$ cat src/rtl/window_feed_if.sv
// Bundles the window_feed stream, coefficient-write and multiplier-feed signals.
// master = stimulus/host side, slave = window_feed.
interface window_feed_if #(
    parameter int WIDTH = 16,
    parameter int LOG_N = 6
);
    logic             enable;
    logic             di_en;
    logic [WIDTH-1:0] di_re;
    logic             restart;
    logic             coef_we;
    logic [LOG_N-1:0] coef_addr;
    logic [WIDTH-1:0] coef_data;
    logic [WIDTH-1:0] a_re;
    logic [WIDTH-1:0] b_re;
    logic             do_en;
    logic             do_first;
    logic             do_last;
    logic [15:0]      frame_cnt;

    modport master (
        output enable, di_en, di_re, restart, coef_we, coef_addr, coef_data,
        input  a_re, b_re, do_en, do_first, do_last, frame_cnt
    );

    modport slave (
        input  enable, di_en, di_re, restart, coef_we, coef_addr, coef_data,
        output a_re, b_re, do_en, do_first, do_last, frame_cnt
    );
endinterface

$ cat src/rtl/window_feed.sv
// Pairs each frame sample with its window coefficient for a downstream multiplier.
// Latency: 2 cycles from accepted sample to do_en. No backpressure: di_en is always taken in RUN/DRAIN.
// Optional coefficient RAM with write port: WINDOW_FEED_COEF_WR_EN (otherwise rectangular window).
module window_feed #(
    parameter int WIDTH = 16,
    parameter int LOG_N = 6
) (
    input  logic          clock,
    input  logic          reset_n,
    window_feed_if.slave  bus
);
    localparam int N = 1 << LOG_N;
    localparam logic [LOG_N-1:0] LAST_IDX = '1;

    typedef enum logic [1:0] {IDLE, RUN, DRAIN} state_t;

    state_t           r_state, w_state_nxt;
    logic [LOG_N-1:0] r_idx, w_idx_nxt, w_sidx;
    logic             w_acc;
    logic [15:0]      r_frame_cnt;

    logic             r_s1_vld, r_s1_first, r_s1_last;
    logic [WIDTH-1:0] r_s1_dat;
    logic [WIDTH-1:0] w_s1_coef;

    logic             r_do_en, r_do_first, r_do_last;
    logic [WIDTH-1:0] r_a_re, r_b_re;

    always_ff @(posedge clock or negedge reset_n) begin
        if (!reset_n) begin
            r_state <= IDLE;
            r_idx   <= '0;
        end else begin
            r_state <= w_state_nxt;
            r_idx   <= w_idx_nxt;
        end
    end

    // The exit decision uses the index after this cycle's acceptance, so a
    // frame that just wrapped (or was restarted) ends cleanly on index 0.
    always_comb begin
        w_state_nxt = r_state;
        w_idx_nxt   = r_idx;
        w_acc       = 1'b0;
        w_sidx      = bus.restart ? '0 : r_idx;
        case (r_state)
            IDLE: begin
                w_idx_nxt = '0;
                if (bus.enable) w_state_nxt = RUN;
            end
            RUN, DRAIN: begin
                w_acc = bus.di_en;
                if (bus.di_en)        w_idx_nxt = w_sidx + 1'b1;
                else if (bus.restart) w_idx_nxt = '0;
                if (bus.enable)            w_state_nxt = RUN;
                else if (w_idx_nxt == '0) w_state_nxt = IDLE;
                else                       w_state_nxt = DRAIN;
            end
            default: begin
                w_state_nxt = IDLE;
                w_idx_nxt   = '0;
            end
        endcase
    end

    always_ff @(posedge clock or negedge reset_n) begin
        if (!reset_n) begin
            r_frame_cnt <= '0;
        end else if (w_acc && (w_sidx == LAST_IDX)) begin
            r_frame_cnt <= r_frame_cnt + 16'd1;
        end
    end

    always_ff @(posedge clock or negedge reset_n) begin
        if (!reset_n) begin
            r_s1_vld   <= 1'b0;
            r_s1_first <= 1'b0;
            r_s1_last  <= 1'b0;
            r_s1_dat   <= '0;
        end else begin
            r_s1_vld <= w_acc;
            if (w_acc) begin
                r_s1_dat   <= bus.di_re;
                r_s1_first <= (w_sidx == '0);
                r_s1_last  <= (w_sidx == LAST_IDX);
            end
        end
    end

`ifdef WINDOW_FEED_COEF_WR_EN
    logic [WIDTH-1:0] r_mem [N];
    logic [WIDTH-1:0] r_s1_coef;

    // No reset: coefficients survive reset_n.
    always_ff @(posedge clock) begin
        if (bus.coef_we) r_mem[bus.coef_addr] <= bus.coef_data;
    end

    always_ff @(posedge clock or negedge reset_n) begin
        if (!reset_n) begin
            r_s1_coef <= '0;
        end else if (w_acc) begin
            r_s1_coef <= r_mem[w_sidx];
        end
    end

    assign w_s1_coef = r_s1_coef;
`else
    logic w_unused_coef;

    assign w_unused_coef = ^{bus.coef_we, bus.coef_addr, bus.coef_data};
    assign w_s1_coef     = {1'b0, {(WIDTH-1){1'b1}}};
`endif

    always_ff @(posedge clock or negedge reset_n) begin
        if (!reset_n) begin
            r_do_en    <= 1'b0;
            r_do_first <= 1'b0;
            r_do_last  <= 1'b0;
            r_a_re     <= '0;
            r_b_re     <= '0;
        end else begin
            r_do_en    <= r_s1_vld;
            r_do_first <= r_s1_vld & r_s1_first;
            r_do_last  <= r_s1_vld & r_s1_last;
            if (r_s1_vld) begin
                r_a_re <= r_s1_dat;
                r_b_re <= w_s1_coef;
            end
        end
    end

    assign bus.a_re      = r_a_re;
    assign bus.b_re      = r_b_re;
    assign bus.do_en     = r_do_en;
    assign bus.do_first  = r_do_first;
    assign bus.do_last   = r_do_last;
    assign bus.frame_cnt = r_frame_cnt;
endmodule

$ cat src/flat_wrapper.sv
// flat-port wrapper written by rule: the top's interface ports become plain ports
module window_feed_flat 
#(
    parameter int WIDTH = 16,
    parameter int LOG_N = 6
)
  (clock, reset_n, bus_enable, bus_di_en, bus_di_re, bus_restart, bus_coef_we, bus_coef_addr, bus_coef_data, bus_a_re, bus_b_re, bus_do_en, bus_do_first, bus_do_last, bus_frame_cnt);
  window_feed_if #(.WIDTH(WIDTH), .LOG_N(LOG_N)) bus_i ();
  input  logic clock;
  input  logic reset_n;
  input wire logic [$bits(bus_i.enable)-1:0] bus_enable;
  input wire logic [$bits(bus_i.di_en)-1:0] bus_di_en;
  input wire logic [$bits(bus_i.di_re)-1:0] bus_di_re;
  input wire logic [$bits(bus_i.restart)-1:0] bus_restart;
  input wire logic [$bits(bus_i.coef_we)-1:0] bus_coef_we;
  input wire logic [$bits(bus_i.coef_addr)-1:0] bus_coef_addr;
  input wire logic [$bits(bus_i.coef_data)-1:0] bus_coef_data;
  output wire logic [$bits(bus_i.a_re)-1:0] bus_a_re;
  output wire logic [$bits(bus_i.b_re)-1:0] bus_b_re;
  output wire logic [$bits(bus_i.do_en)-1:0] bus_do_en;
  output wire logic [$bits(bus_i.do_first)-1:0] bus_do_first;
  output wire logic [$bits(bus_i.do_last)-1:0] bus_do_last;
  output wire logic [$bits(bus_i.frame_cnt)-1:0] bus_frame_cnt;
  assign bus_i.enable = bus_enable;
  assign bus_i.di_en = bus_di_en;
  assign bus_i.di_re = bus_di_re;
  assign bus_i.restart = bus_restart;
  assign bus_i.coef_we = bus_coef_we;
  assign bus_i.coef_addr = bus_coef_addr;
  assign bus_i.coef_data = bus_coef_data;
  assign bus_a_re = bus_i.a_re;
  assign bus_b_re = bus_i.b_re;
  assign bus_do_en = bus_i.do_en;
  assign bus_do_first = bus_i.do_first;
  assign bus_do_last = bus_i.do_last;
  assign bus_frame_cnt = bus_i.frame_cnt;
  window_feed #(.WIDTH(WIDTH), .LOG_N(LOG_N)) u_core (.clock(clock), .reset_n(reset_n), .bus(bus_i));
endmodule
$ cat config.mk
export PLATFORM = sky130hd
export DESIGN_NAME = window_feed_flat
export DESIGN_NICKNAME = d
export VERILOG_FILES = /design/src/rtl/window_feed_if.sv /design/src/rtl/window_feed.sv /design/src/flat_wrapper.sv
export SDC_FILE = /design/constraint.sdc
export NUM_CORES = 1
export LEC_CHECK = 0
export CORE_MARGIN = 2
export CORE_UTILIZATION = 47
export CTS_BUF_LIST = sky130_fd_sc_hd__clkbuf_4
export DETAILED_ROUTE_END_ITERATION = 8
export PLACE_DENSITY = 0.92
export SLEW_MARGIN = 20
export SYNTH_ARGS = -nofsm -noshare
export SYNTH_HDL_FRONTEND = slang
export SYNTH_SLANG_ARGS = --single-unit
$ cat constraint.sdc
create_clock -name clock -period 2.7 [get_ports clock]
set_input_delay 0.54 -clock clock [delete_from_list [all_inputs] [get_ports clock]]
set_output_delay 0.54 -clock clock [all_outputs]
set_load 0.01 [all_outputs]
# After elaboration in Yosys (flattened, before gate mapping)
# Cells that the tools add are included.
[totals]
romBits = 0
inputBits = 44
register_bits = 63
ramBits = 0
memories = 0
latchBits = 0
out_inout_bits = 51
[op_classes]
bitwise = 2
reduce_logical = 5
n_mul = 0
muxes = 9
order_cmp = 0
div = 0
eq_ne = 4
n_addsub = 2
n_shift = 0
[ops]
columns = ["operator", "count"]
rows = [
  ["6-bit 2-to-1 mux", 4],
  ["16-bit by 1-bit adder with 16-bit output, second input constant", 1],
  ["6-bit logical NOT", 2],
  ["6-bit by 1-bit adder with 6-bit output, second input constant", 1],
  ["6-bit == test, second input constant", 1],
  ["2-bit 2-to-1 mux", 3],
  ["2-bit case mux with 2 select lines", 1],
  ["1-bit AND", 2],
  ["2-bit by 1-bit == test with 1-bit output, second input constant", 1],
  ["2-bit == test, second input constant", 1],
  ["2-bit logical NOT", 1],
  ["2-bit != test, second input constant", 1],
  ["2-bit OR reduction", 1],
  ["1-bit logical AND", 1],
  ["1-bit 2-to-1 mux", 1],
]

# Depth between registers and ports, before layout
# Gate-level depths: netlist (run 1).
[logic_depth]
ltp_word = 8
ltp_mapped = 10
mapped_depth_nobuf = 8

# Worst setup path before layout (run 1)
# Ideal clock, no wire load.
[synth_timing]
kind = "input to register"
start = "in bus_restart"
end = "reg u_core.r_frame_cnt[14] (netlist: u_core.bus.frame_cnt[14])"
path_slack_ps = 441
path_stages = 10
arrival_time_ps = 2134
path_buffers = 2
path_cell_list = "buf_2 -> nand2b_1 -> inv_1 -> ha_1 -> nand2_1 -> nor3_4 -> and4_1 -> buf_4 -> nand4_4 -> xnor2_2"
[synth_between]
elab_chain_len = 3
[synth_rtl]
columns = ["item", "line", "text"]
rows = [
  ["start: declaration", "flat_wrapper.sv:14", "input wire logic [$bits(bus_i.restart)-1:0] bus_restart;"],
  ["6-bit 2-to-1 mux", "window_feed.sv:45", "w_sidx = bus.restart ? '0 : r_idx;"],
  ["6-bit == test", "window_feed.sv:69", "end else if (w_acc && (w_sidx == LAST_IDX)) begin"],
  ["1-bit logical AND", "window_feed.sv:69", ""],
  ["end signal: assignment", "window_feed.sv:70", "r_frame_cnt <= r_frame_cnt + 16'd1;"],
  ["end: declaration", "window_feed.sv:20", "logic [15:0] r_frame_cnt;"],
]
# No other way between the ends.
# A chain may end at the register's enable or synchronous reset.

# Worst setup path after layout (run 1)
# Ends and elaborated chain as after synthesis.

==> qor.csv, run 1 <==
metric;value;unit
Area growth syn-to-layout;29.2;%
Max Clk Rate;0.457;GHz
Die ar.;6650;µm²
Levels on crit path;9;
clock skew;0.00818;ns
placed cell areas;3530;µm²
Yosys warnings;0;
CP startpoint kind;primary input;
clock slew at reported path FFs;0.10;ns
CTS Hold Bufs;0;
worst slew pin tran;0.769;ns
Crit. Startpoint;bus_restart;
# resized after CTS;0;
Power Internal;2.12;mW
detailed placer's ending HPWL;3610;µm
final wirelength;4860;µm
number of H-tree levels;3;
total CTS buffers;9;
first-pass GRT wire length;8140;µm
GRT Util Overall;16.5;%
Max-Cap Viols;0;
Comb power frac;32.1;%
Final Util;62.4;%
Initial Util;48.3;%
fin crit share;81.0;%
hold crit path type;in2async;
Yosys cell types;36;
WP buf/inv;2;
M3 GR Usage;5.27;%
highest cell delay on the worst timing path;0.46;ns
final hold vios;0;
vias in the first global route;1720;
pwr/cell area;813;nW/µm²
Vias;1792;
worst-path cell chain;clkdlybuf4s50_1 -> nand2b_1 -> inv_1 -> ha_1 -> nand2_1 -> nor3_4 -> and4_1 -> nand4_4 -> xnor2_2;
chip height;81.6;µm
Port-buffer cells;70;
root buffer cell;clkbuf_4;
Slew Limit Fails;0;
worst path arrival time;2.48;ns
post-synthesis sequential area ratio;55.8;%
peak supply drop;0.470;mV
Crit. End Element;flop;
Antenna Nets Post-Route;0;
cell area after synthesis;2830;µm²
final setup vio count;0;
Ant. Diodes;0;
maximum number of pins on one net before global-route repair;27;
Leakage Power;1.68;nW
Flop pwr share;47.8;%
Synthesized Nets;267;
Syn Area/Cell;13.0;µm²
Cells after Synth;218;
clk sinks;63;
total setup buffers inserted after CTS;0;
switching share of power;28.6;%
initial antenna violation count;0;
Psw;0.850;mW
Critical Setup Path Class;in2reg;
# rows;28;
gr busiest metal;met2;
Top delay family on crit path;simple AND/OR/NAND/NOR gates;
share of layout cells above drive strength 1;23.6;%
placer congestion estimate;0.788;
Setup crit end;u_core.bus.frame_cnt[14]$_DFFE_PN0P_;
later-pin clock latency in the skew report;0.40;ns
core area;5850;µm²
clock network fraction of design power;20.1;%
normalized max-slew margin;48.7;%
CTS tree;built;
grt total ovfl;0;
deepest clock path buffer count;2;
status;completed;
I/O pins;95;
DRT iter0 DRCs;69;
nets;333;
R2R Path Start;u_core.r_idx[1]$_DFF_PN0_;
Crit Reg-Reg Endpoint;u_core.bus.frame_cnt[14]$_DFFE_PN0P_;
GR Util met1;21.1;%
r2r setup slk;0.65;ns
worst-path maximum fanout;6;
die span in x;81.6;µm
Design Area, Final;3650;µm²
placed cell count;348;
unrepaired setup endpoints after global routing;false;
Required @ worst endpoint;2.99;ns
Avg WL per Cell;13.4;µm
Yosys reg bits;63;
vias per cell;4.94;
setup TNS;0;ns
drt first pass iters;4;
worst reg-to-reg path cell count;7;
drt drc;0;
met2 global-route usage;25.3;%
final worst path period need;2.19;ns
post-route insts no fill;363;
slowest CP cell;and4_1;
## worst min path at each step
stage / slack, ns / from / cells after the start / endpoint
CTS: 0.01 / reset_n / 1 / u_core.bus.frame_cnt[10]$_DFFE_PN0P_
global placement: 0.45 / u_core.r_s1_last$_DFFE_PN0P_ / 1 / u_core.r_s1_last$_DFFE_PN0P_
finish: 0.03 / reset_n / 1 / u_core.bus.frame_cnt[10]$_DFFE_PN0P_
floorplan: 0.24 / reset_n / 0 / u_core.bus.a_re[0]$_DFFE_PN0P_
detailed placement: 0.46 / reset_n / 1 / u_core.bus.frame_cnt[10]$_DFFE_PN0P_
global route: 0.02 / reset_n / 1 / u_core.bus.frame_cnt[10]$_DFFE_PN0P_
## registers in the layout (all words and copies together) (netlist names)
register              flops
u_core.bus.a_re          16
u_core.bus.b_re           1
u_core.bus.do_en          1
u_core.bus.do_first       1
u_core.bus.do_last        1
u_core.bus.frame_cnt     16
u_core.r_idx              6
u_core.r_s1_dat          16
u_core.r_s1_first         1
u_core.r_s1_last          1
u_core.r_s1_vld           1
u_core.r_state            2
## cells in the mapped netlist
master | number | area, µm²
dfrtp_1 | 63 | 1580
mux2_2 | 33 | 372
buf_4 | 17 | 128
xnor2_1 | 12 | 105
nand2_1 | 11 | 41.3
nor2_1 | 10 | 37.5
xor2_1 | 7 | 61.3
inv_1 | 6 | 22.5
ha_1 | 5 | 62.6
nand3_2 | 5 | 50.1
o21ai_0 | 4 | 20.0
and2_1 | 3 | 18.8
and3_1 | 3 | 18.8
and4_1 | 3 | 26.3
buf_2 | 3 | 15.0
clkbuf_1 | 3 | 11.3
nand2b_1 | 3 | 18.8
nor3_1 | 3 | 15.0
a21oi_1 | 2 | 10.0
nand3_1 | 2 | 10.0
nand4_1 | 2 | 12.5
nand4_4 | 2 | 42.5
o31ai_1 | 2 | 15.0
xnor2_2 | 2 | 32.5
a21o_1 | 1 | 7.51
a221oi_1 | 1 | 8.76
buf_1 | 1 | 3.75
conb_1 | 1 | 3.75
nand3b_1 | 1 | 7.51
nand4b_4 | 1 | 23.8
nor2b_1 | 1 | 6.26
nor3_4 | 1 | 16.3
nor4_1 | 1 | 6.26
o41ai_1 | 1 | 8.76
or2_2 | 1 | 6.26
or3_1 | 1 | 6.26
## metrics by stage
stage	setup slack, ns	hold WS (ns)	power, mW
floorplan	0.441	0.244	1.95
global placement	0.110	0.453	2.37
detailed placement	0.0843	0.462	2.42
CTS	0.527	0.0109	3.01
global route	0.399	0.0192	3.17
finish	0.512	0.0266	2.97
## logic make-up after synthesis
group	count (synthesis)	share of synthesized area (%)
AO/OA/AOI/OAI	11	2.48
XOR/XNOR	21	7.04
adder cells (fa/ha/maj)	5	2.21
buffers and inverters	30	6.37
flip-flops	63	55.8
multiplexers	33	13.1
other	1	0.133
AND/OR/NAND/NOR	54	12.9
## power groups by stage
stage | clock network, mW | logic (mW) | registers [mW]
after global routing | 0.656 | 1.05 | 1.47
after detailed placement | 0 | 0.970 | 1.45
after CTS | 0.616 | 0.971 | 1.43
after global placement | 0 | 0.942 | 1.43
final | 0.597 | 0.954 | 1.42
after floorplan | 0 | 0.518 | 1.43
## cell type report
type	instances	area [µm²]
multi-input cells	125	1070
inverters	6	22.5
flip-flops and latches	63	1580
clock inverters	5	50.0
clock buffers	10	75.1
fillers	446	2200
well taps	75	93.8
repair buffers	79	763
## layer usage
metal | wire, µm | vias up
met4 | 74 | 0
met1 | 2050 | 874
li1 | - | 857
met2 | 2410 | 53
met3 | 322 | 8
met5 | 0 | -
## cells in the final DEF, fill, tap and decap left out, drive strengths merged, types with 5 or more instances in the layout
cell	count
clkdlybuf4s50	69
buf	10
xnor2	14
clkbuf	10
ha	5
nand3	7
inv	6
nor2	10
nand2	11
dfrtp	63
mux2	33
xor2	7
Power figures use the tool's default switching activity.
==> inputs of run 2 (changes only) <==
--- a/config.mk
+++ b/config.mk
@@ -6,10 +6,10 @@
 export NUM_CORES = 1
 export LEC_CHECK = 0
 export CORE_MARGIN = 2
-export CORE_UTILIZATION = 47
+export CORE_UTILIZATION = 43
 export CTS_BUF_LIST = sky130_fd_sc_hd__clkbuf_4
 export DETAILED_ROUTE_END_ITERATION = 8
-export PLACE_DENSITY = 0.92
+export PLACE_DENSITY = 0.89
 export SLEW_MARGIN = 20
 export SYNTH_ARGS = -nofsm -noshare
 export SYNTH_HDL_FRONTEND = slang
==> constraint.sdc (replaced) <==
create_clock -name clock -period 1.8 [get_ports clock]
set_input_delay 0.36 -clock clock [delete_from_list [all_inputs] [get_ports clock]]
set_output_delay 0.36 -clock clock [all_outputs]
set_load 0.01 [all_outputs]
==> qor.csv, run 2 (synthesis results as in run 1) <==
metric;value;unit;change
drt first pass iters;4;;unchanged
Max-Cap Viols;0;;unchanged
pwr/cell area;1230;nW/µm²;+51%
share of layout cells above drive strength 1;35.5;%;+12 points
first-pass GRT wire length;8800;µm;+8.2%
Antenna Nets Post-Route;0;;unchanged
later-pin clock latency in the skew report;0.41;ns;about the same
Avg WL per Cell;13.6;µm;+1.9%
multi-input logic area;1140;µm²;+6.5%
Leakage Power;1.86;nW;+10%
# rows;29;;+3.6%
Max Clk Rate;0.571;GHz;
worst setup margin;0.0489;ns;-0.463 ns
grt total ovfl;0;;unchanged
commonest non-fill, non-tap cell in the layout;dfrtp_1;;
CTS tree;built;;
maximum number of pins on one net before global-route repair;64;;+140%
unrepaired setup endpoints after global routing;true;;
final setup vio count;0;;unchanged
DRT iter0 DRCs;68;;-1.4%
WP buf/inv;1;;-1
Psw;1.42;mW;+67%
status;completed;;
CP startpoint kind;flop;;
placed cell count;362;;+4.0%
Area growth syn-to-layout;41.7;%;
Flop pwr share;42.5;%;-5.3 points
fin crit share;97.3;%;
initial antenna violation count;0;;unchanged
Top delay family on crit path;buffers and inverters;;
Storage cell area;1580;µm²;+0.32%
Slew Limit Fails;0;;unchanged
Initial Util;44.5;%;-3.8 points
Power Total;4.91;mW;+65%
Required @ worst endpoint;1.44;ns;-1.55 ns
worst-path maximum fanout;5;;-1
I/O pins;95;;unchanged
FILL cells;502;;+13%
M3 GR Usage;4.09;%;-1.2 points
most frequent cells in the layout;59 x dfrtp_1, 53 x clkdlybuf4s50_1, 33 x mux2_2, 33 x buf_4, 16 x dlygate4sd2_1;;
GR Util met1;19.2;%;-2.0 points
switching share of power;28.9;%;+0.29 points
nets;362;;+8.7%
Vias;1914;;+6.8%
Power Internal;3.49;mW;+65%
clock network fraction of design power;23.1;%;+3.0 points
Critical Setup Path Class;reg2out;;
GRT Util Overall;15.4;%;-1.0 points
post-route insts no fill;395;;+8.8%
deepest clock path buffer count;2;;unchanged
clock skew;0.0188;ns;+0.0107 ns
final wirelength;5390;µm;+11%
worst-path cell chain;clkdlybuf4s50_1;;
worst path arrival time;1.39;ns;-1.09 ns
slowest CP cell;clkdlybuf4s50_1;;
Crit. End Element;output pin;;
met2 global-route usage;25.3;%;-0.044 points
hold crit path type;in2async;;
core area;6350;µm²;+8.5%
gr busiest metal;met2;;
total CTS buffers;9;;unchanged
setup TNS;0;ns;unchanged
root buffer cell;clkbuf_4;;
clock slew at reported path FFs;0.12;ns;+0.02 ns
dpl ws;-0.437;ns;-0.521 ns
placer congestion estimate;0.821;;+4.3%
final hold vios;0;;unchanged
highest cell delay on the worst timing path;0.56;ns;+0.10 ns
vias per cell;4.85;;-1.8%
Comb power frac;34.3;%;+2.2 points
Final Util;63.1;%;+0.67 points
peak supply drop;0.861;mV;+83%
chip height;85.1;µm;+4.3%
vias in the first global route;1879;;+9.2%
Die ar.;7240;µm²;+8.8%
Ant. Diodes;0;;unchanged
Port-buffer cells;70;;unchanged
detailed placer's ending HPWL;3690;µm;+2.3%
clk sinks;63;;unchanged
die span in x;85.1;µm;+4.3%
number of H-tree levels;3;;unchanged
drt drc;0;;unchanged
final worst path period need;1.75;ns;
==> run 2: what timing repair did <==
action                                  4_1_cts  5_1_grt
pin swaps                                     1        5
setup buffers                                 5       11
resized for setup                            22        7
endpoints found under the setup margin       26       11
hold endpoints to repair                     63        0
hold buffers                                  1        0
==> run 2: power by group through the flow <==
stage | Sequential [mW] | Combinational [mW] | Clock [mW]
final | 2.09 | 1.69 | 1.14
after global routing | 2.15 | 1.84 | 1.23
after CTS | 2.10 | 1.67 | 1.16
after detailed placement | 2.13 | 1.63 | 0
after global placement | 2.10 | 1.58 | 0
after floorplan | 2.16 | 0.822 | 0
==> run 2: final timing paths <==
check                                                          start                                   end  slack (ns)  cells past startpoint
worst max-delay path            u_core.bus.frame_cnt[12]$_DFFE_PN0P_                     bus_frame_cnt[12]        0.05                      1
max in group asynchronous                                    reset_n        u_core.bus.b_re[0]$_DFFE_PN0P_        1.03                      3
worst min register to register          u_core.r_s1_last$_DFFE_PN0P_          u_core.r_s1_last$_DFFE_PN0P_        0.49                      1
worst max register to register         u_core.r_state[1]$_DFFE_PN0P_  u_core.bus.frame_cnt[14]$_DFFE_PN0P_        0.05                      8
worst min-delay path                                         reset_n  u_core.bus.frame_cnt[14]$_DFFE_PN0P_        0.48                      3
min in group clock                      u_core.r_s1_last$_DFFE_PN0P_          u_core.r_s1_last$_DFFE_PN0P_        0.49                      1
==> run 2: per-layer routing <==
layer	vias up	routed length, µm
met5	-	0
met4	0	59
met3	6	312
met2	65	2670
met1	930	2350
li1	913	-
==> run 2: area by class of cell <==
| type | instances | area share [%] |
|---|---|---|
| Multi-Input combinational cell | 125 | 28.5 |
| Inverter | 6 | 0.562 |
| Clock buffer | 10 | 1.87 |
| Tap cell | 77 | 2.40 |
| Sequential cell | 63 | 39.5 |
| Timing Repair Buffer | 108 | 24.9 |
| Clock inverter | 6 | 2.34 |
==> run 2: worst reg2reg max path, cell delays in order, from the launching register on <==
cell and delay [ns]:
dfrtp_1 0.40, inv_2 0.06, ha_4 0.28, nand2_4 0.05
nor3_4 0.24, and4_1 0.24, buf_6 0.14, nand4_4 0.11
xnor2_2 0.16
==> run 2: through the flow <==
| stage | hold slack (ns) | cell area [µm²] |
|---|---|---|
| after floorplan | 0.0644 | 2890 |
| after global placement | 0.395 | 3690 |
| after detailed placement | 0.400 | 3690 |
| after CTS | 0.487 | 3900 |
| after global routing | 0.486 | 4010 |
| final | 0.482 | 4010 |
==> inputs of run 3 (changes only) <==
--- a/config.mk
+++ b/config.mk
@@ -5,11 +5,12 @@
 export SDC_FILE = /design/constraint.sdc
 export NUM_CORES = 1
 export LEC_CHECK = 0
+export CAP_MARGIN = 30
 export CORE_MARGIN = 2
 export CORE_UTILIZATION = 43
 export CTS_BUF_LIST = sky130_fd_sc_hd__clkbuf_4
 export DETAILED_ROUTE_END_ITERATION = 8
-export PLACE_DENSITY = 0.89
+export PLACE_DENSITY = 0.79
 export SLEW_MARGIN = 20
 export SYNTH_ARGS = -nofsm -noshare
 export SYNTH_HDL_FRONTEND = slang
==> qor.csv, run 3 (synthesis results as in run 1) <==
metric;value;unit;change
status;completed;;
Levels on crit path;1;;unchanged
WP buf/inv;1;;unchanged
final setup vio count;0;;unchanged
commonest non-fill, non-tap cell in the layout;dfrtp_1;;
Antenna Nets Post-Route;0;;unchanged
share of layout cells above drive strength 1;33.2;%;-2.3 points
Ant. Diodes;0;;unchanged
peak supply drop;0.843;mV;-2.1%
DRT iter0 DRCs;50;;-26%
die span in x;85.1;µm;unchanged
# rows;29;;unchanged
GRT Util Overall;15.0;%;-0.47 points
clock skew;0.0191;ns;+0.000233 ns
fin crit share;95.7;%;-1.6 points
CP startpoint kind;flop;;
Crit. End Element;output pin;;
r2r setup slk;0.12;ns;+0.07 ns
placer congestion estimate;0.822;;about the same
clock slew at reported path FFs;0.11;ns;about the same
Slew Limit Fails;0;;unchanged
worst slew pin tran;0.791;ns;
first-pass GRT wire length;8380;µm;-4.9%
vias in the first global route;1796;;-4.4%
worst-path maximum fanout;3;;-2
worst-path cell chain;clkdlybuf4s50_1;;
pwr/cell area;1150;nW/µm²;-6.1%
final wirelength;5080;µm;-5.8%
Port-buffer cells;70;;unchanged
most frequent cells in the layout;59 x dfrtp_1, 52 x clkdlybuf4s50_1, 33 x mux2_2;;
final worst path period need;1.72;ns;-0.0283 ns
root buffer cell;clkbuf_4;;
number of H-tree levels;3;;unchanged
Area growth syn-to-layout;37.5;%;
Avg WL per Cell;13.0;µm;-4.6%
Final Util;61.2;%;-1.9 points
slowest CP cell;clkdlybuf4s50_1;;
Critical Setup Path Class;reg2out;;
final hold vios;0;;unchanged
normalized max-slew margin;47.3;%;
worst path arrival time;1.36;ns;-0.03 ns
chip height;85.1;µm;unchanged
nets;357;;-1.4%
detailed placer's ending HPWL;3570;µm;-3.2%
CTS tree;built;;
maximum number of pins on one net before global-route repair;32;;-50%
setup TNS;0;ns;unchanged
hold_ws;0.435;ns;-0.0471 ns
later-pin clock latency in the skew report;0.40;ns;about the same
Initial Util;44.5;%;unchanged
vias per cell;4.77;;-1.5%
clk sinks;63;;unchanged
hold crit path type;in2async;;
deepest clock path buffer count;2;;unchanged
drt drc;0;;unchanged
Die ar.;7240;µm²;unchanged
Power Total;4.48;mW;-8.9%
Vias;1861;;-2.8%
Required @ worst endpoint;1.44;ns;about the same
highest cell delay on the worst timing path;0.55;ns;about the same
I/O pins;95;;unchanged
total CTS buffers;9;;unchanged
Top delay family on crit path;buffers and inverters;;
Leakage Power;1.81;nW;-2.7%
grt total ovfl;0;;unchanged
drt first pass iters;4;;unchanged
core area;6350;µm²;unchanged
Max Clk Rate;0.580;GHz;+1.6%
Max-Cap Viols;0;;unchanged
initial antenna violation count;0;;unchanged
worst reg-to-reg path cell count;8;;unchanged
## run 3: cell types whose count changed in the layout (fill, tap and decap cells not counted), sizes merged
cell           change
clkinv             +1
dlymetal6s2s       +1
buf                -5
inv                -1
bufinv             -2
clkdlybuf4s50      -1
clkbuf             +2
## run 3: final timing paths
check                                                    start                                   end
max                        u_core.bus.frame_cnt[7]$_DFFE_PN0P_                      bus_frame_cnt[7]
min                                                    reset_n         u_core.r_state[0]$_DFFE_PN0P_
max reg2reg                          u_core.r_idx[1]$_DFF_PN0_  u_core.bus.frame_cnt[14]$_DFFE_PN0P_
min reg2reg                      u_core.r_s1_first$_DFFE_PN0P_         u_core.bus.do_first$_DFF_PN0_
max in group asynchronous                              reset_n        u_core.bus.a_re[4]$_DFFE_PN0P_
min in group clock               u_core.r_s1_first$_DFFE_PN0P_         u_core.bus.do_first$_DFF_PN0_
## run 3: power breakdown
group / total, mW / switching (mW) / internal [mW]
combinational: 1.55 / 0.553 / 0.995
sequential: 2.13 / 0.270 / 1.86
clock: 0.804 / 0.479 / 0.324
## run 3: what timing repair did
action | CTS | global route
hold buffers | 1 | 0
setup buffers | 2 | 11
hold endpoints to repair | 16 | 0
endpoints found under the setup margin | 20 | 18
pin swaps | 0 | 1
resized for setup | 19 | 4
## run 3: final cells by class
type	count	area, µm²
clock inverters	4	22.5
clock buffers	12	90.1
fillers	491	2460
inverters	6	22.5
flip-flops and latches	63	1580
repair buffers	103	957
well taps	77	96.3
multi-input cells	125	1120
## run 3: per-layer routing
layer,routed length (µm),track usage (%)
met1,2150,18.8
met2,2570,23.7
met3,289,4.47
met4,68,7.36
met5,0,0
## run 3: metrics by stage
| step | instance area [µm²] | instances | worst slack (ns) |
|---|---|---|---|
| final | 3890 | 390 | 0.0772 |
| after CTS | 3790 | 379 | 0.0136 |
| after global placement | 3670 | 360 | -0.349 |
| after detailed placement | 3670 | 360 | -0.375 |
| after global routing | 3890 | 390 | -0.0165 |
| after floorplan | 2890 | 218 | -0.0154 |
